## src/rtl/dlmiles_loopback_skew.sv

```systemverilog
// Loopback tile: routes ui_in to uo_out through a mode-selected transform
// (combinational, registered, delay line, per-bit skew, invert, reverse, counter, edge detect).
module dlmiles_loopback_skew #(
  parameter int unsigned DEPTH = 8
) (
  input  logic       clk,
  input  logic       rst,
  input  logic       ena,
  input  logic [7:0] ui_in,
  output logic [7:0] uo_out,
  input  logic [7:0] uio_in,
  output logic [7:0] uio_out,
  output logic [7:0] uio_oe
);

  typedef enum logic [2:0] {
    M_COMB  = 3'd0,
    M_REG   = 3'd1,
    M_DELAY = 3'd2,
    M_SKEW  = 3'd3,
    M_INV   = 3'd4,
    M_REV   = 3'd5,
    M_CNT   = 3'd6,
    M_EDGE  = 3'd7
  } mode_e;

  mode_e      mode;
  logic [2:0] dsel;
  logic [7:0] h [DEPTH];
  logic [7:0] cnt;
  logic [7:0] skew;
  logic [7:0] rev;
  logic       unused_cfg;

  assign mode       = mode_e'(uio_in[2:0]);
  assign dsel       = uio_in[5:3];
  assign unused_cfg = &{1'b0, uio_in[7:6]};

  assign uio_out = '0;
  assign uio_oe  = '0;

  // History runs regardless of mode so a newly selected delay shows real past data.
  always_ff @(posedge clk or posedge rst) begin
    if (rst) begin
      for (int unsigned k = 0; k < DEPTH; k++) h[k] <= '0;
      cnt <= '0;
    end else if (ena) begin
      h[0] <= ui_in;
      for (int unsigned k = 1; k < DEPTH; k++) h[k] <= h[k-1];
      cnt <= cnt + 8'd1;
    end
  end

  // Bit i is taken from stage i-1, giving i cycles of latency on bit i.
  always_comb begin
    skew    = '0;
    skew[0] = ui_in[0];
    for (int unsigned i = 1; i < 8; i++) skew[i] = h[i-1][i];
  end

  always_comb begin
    rev = '0;
    for (int unsigned i = 0; i < 8; i++) rev[i] = ui_in[7-i];
  end

  always_comb begin
    uo_out = '0;
    case (mode)
      M_COMB:  uo_out = ui_in;
      M_REG:   uo_out = h[0];
      M_DELAY: uo_out = h[dsel];
      M_SKEW:  uo_out = skew;
      M_INV:   uo_out = ~ui_in;
      M_REV:   uo_out = rev;
      M_CNT:   uo_out = cnt;
      M_EDGE:  uo_out = h[0] ^ ui_in;
      default: uo_out = '0;
    endcase
  end

endmodule

```

## config.mk

```make
export PLATFORM = sky130hd
export DESIGN_NAME = dlmiles_loopback_skew
export DESIGN_NICKNAME = d
export VERILOG_FILES = /design/src/rtl/dlmiles_loopback_skew.sv
export SDC_FILE = /design/constraint.sdc
export NUM_CORES = 1
export LEC_CHECK = 0
export BUFFER_PORTS_ARGS = -buffer_cell sky130_fd_sc_hd__buf_2
export CORE_MARGIN = 4
export CORE_UTILIZATION = 55
export DETAILED_ROUTE_END_ITERATION = 16
export HOLD_SLACK_MARGIN = 0.02
export PLACE_DENSITY = 0.75
export SLEW_MARGIN = 20
export SYNTH_ARGS = -nofsm -noshare
export SYNTH_HDL_FRONTEND = slang
export SYNTH_SLANG_ARGS = --single-unit
```

## constraint.sdc

```tcl
create_clock -name clk -period 2.95 [get_ports clk]
set_clock_uncertainty 0.05 [all_clocks]
set_input_delay 0.295 -clock clk [delete_from_list [all_inputs] [get_ports clk]]
set_output_delay 0.295 -clock clk [all_outputs]
set_load 0.02 [all_outputs]
```

==> out/metrics.cfg <==
[status]
outcome = complete, no violations

[setup_path]
critPathTopFamily = multiplexers
end_kind = primary output
cpMaxStageDelayCell = mux4_1
arrival_ns = 1.96
worst_path_largest_cell_delay_ns = 0.50
crit_required_ns = 2.61
start_kind = flop
critPathMaxFanout = 6
path_cells = mux4_1, mux2_2, a21oi_2, nand2_1, buf_2
crit_type = flop to primary output
cp.buffers_inverters = 1
reg2reg_slack_ns = 1.80

[final_layout]
drive_gt1_share_pct = 36.3
area_delta_synth_final_pct = 8.00
final_common_cell = dfrtp_1
final_cell_mix = dfrtp_1 (72), mux2_2 (64), buf_2 (24)
multi_input_area_um2 = 1950
nets = 358
fin_area_um2 = 4270
regArea_um2 = 1800
nFillCells = 560
antenna_cells = 0

[clocking]
cts-root-buf = clkbuf_8
clock_sinks = 72
cts_resized = 0
clock_latency_ns = 0.34
numCtsBuffers = 9
cts_setup_buffers = 0
cts_max_level = 3
cts_tree = done
path_clk_slew_ns = 0.08
ctsLongestPathBuffers = 2

[logic_synthesis]
synth.area.mux_share_pct = 29.1
synthArstFlopShare_pct = 100
syn_area_per_cell_um2 = 12.4
synth_top_family_by_area = multiplexers
ys.flop_type = dfrtp_1
synth_seq_area_share_pct = 45.5
ys_ff_latch = 72
synth-compound-area-share_pct = 7.62
ys_warn_count = 0
netlist_area_um2 = 3960
syn_inst = 319
synth_xor_area_share_pct = 3.54
synth-edff-count = 0
synth.distinct_cells = 48
synth-adder-area-share_pct = 0.316
synthSimpleGateAreaFrac_pct = 7.15

[route]
drtAntennaViolNets = 0
drt-initial-drc-count = 174
wl_per_cell_um = 17.5
drc = 0
drt_wl_total_um = 7650
vias = 2541
dr_wl_met2_um = 3520
drtPass1Iterations = 4
wl_met1_um = 3670
top_layer = met4
post_drt_via_cell_ratio = 5.80
wl_met3_um = 360

[timing]
hold_violations = 0
rsz0062_at_grt = false
slew_violations = 0
finalSetupViolCount = 0
post-route-period-util_pct = 78.2
tns_ns = 0
fin_crit_ns = 2.31
worst_pin_slew_ns = 0.537
slew-limit-headroom_pct = 64.2
max_freq_mhz = 433
fin_hold_ws_ns = 0.177

[global_route]
grt_usage_pct = 19.2
antenna_found_initial = 0
grt_max_degree = 36
grt_pass1_vias = 2475
grt_pass1_wl_um = 12800
gr-total-overflow = 0

[placed_design]
placement.io_buffers = 24
hpwl_um = 5290
place_area_um2 = 4070
routabilityCongestion = 0.784

[power_and_ir_drop]
vdd_drop_max_mv = 0.269
power_density_nw_per_um2 = 685
p_leak_nw = 1.83

[floorplanning]
ios = 43
coreArea_um2 = 6910
initial_core_util_pct = 57.3
die-area_um2 = 8620
die_width_um = 92.8
rows = 30
die_y_um = 92.8

[flow_run]
cap_violations = 0

[min_path]
hp-class = input pin to flop

## final timing paths
check	start	end	cells after the start
worst min-delay path	ui_in[1]	h[57]$_DFFE_PP0P_	3
max in group asynchronous	rst	h[2]$_DFFE_PP0P_	4
min in group asynchronous	rst	h[45]$_DFFE_PP0P_	3
worst max register to register	cnt[0]$_DFFE_PP0P_	cnt[1]$_DFFE_PP0P_	2
worst max-delay path	h[58]$_DFFE_PP0P_	uo_out[2]	5
worst min register to register	cnt[7]$_DFFE_PP0P_	cnt[7]$_DFFE_PP0P_	1
## final cells by class
type / instances / area share [%]
sequential: 72 / 42.2
clock inverter: 2 / 0.293
inverter: 7 / 0.615
multi-input combinational: 217 / 45.6
timing repair buffer: 31 / 4.39
clock buffer: 13 / 4.19
tap: 96 / 2.81
## synth_stat cells (6+ instances only)
| library cell | number | area share (%) |
|---|---|---|
| o211ai_1 | 6 | 1.1 |
| xor2_1 | 6 | 1.3 |
| nor2_1 | 7 | 0.66 |
| o21ai_0 | 12 | 1.5 |
| mux2_2 | 64 | 18 |
| nand3_1 | 6 | 0.76 |
| buf_2 | 14 | 1.8 |
| nand2_1 | 17 | 1.6 |
| xnor2_1 | 10 | 2.2 |
| dfrtp_1 | 72 | 46 |
| inv_1 | 6 | 0.57 |
| buf_4 | 16 | 3.0 |
| mux4_2 | 11 | 6.3 |
## metrics by stage
| step | util, % | power [mW] | setup slack, ns | instances |
|---|---|---|---|---|
| 2_1_floorplan | - | 2.02 | 0.780 | 334 |
| 3_3_place_gp | 59.0 | 2.15 | 0.677 | 422 |
| 3_5_place_dp | 59.0 | 2.19 | 0.660 | 422 |
| 4_1_cts | 61.9 | 2.95 | 0.639 | 438 |
| 5_1_grt | 61.9 | 3.10 | 0.488 | 438 |
| 6_report | 61.9 | 2.93 | 0.642 | 438 |
## cell families (layout without fill, tap and decap cells)
family	after synthesis	count (layout)
xor gates and xnor gates	16	16
DFF	72	72
muxes	85	85
other	1	16
buffers and inverters	45	53
AOI/OAI and AO/OA	45	45
and+or+nand+nor	54	54
adders and majority gates	1	1
## sequential cells by signal, indices dropped and copies added, names as in the netlist
name and cells:
h 64, cnt 8
## power breakdown
group / internal (mW) / switching [mW]
logic: 0.405 / 0.290
registers: 1.26 / 0.222
clock network: 0.392 / 0.355
## layer usage
layer	vias to the layer above	global-route usage, %
met3	10	4.31
met1	1285	28.0
li1	1180	-
met2	66	28.6
met4	0	6.47
met5	-	0
## what timing repair did
action	4_1_cts	5_1_grt
hold buffers	1	0
hold endpoints to repair	19	0
setup endpoints to repair	0	0
## worst reg2reg max path: stages (launching register included)
cell     delay [ns]
dfrtp_1        0.43
ha_1           0.31
mux2_2         0.26
Note: power is estimated with default switching activity, not from simulation.
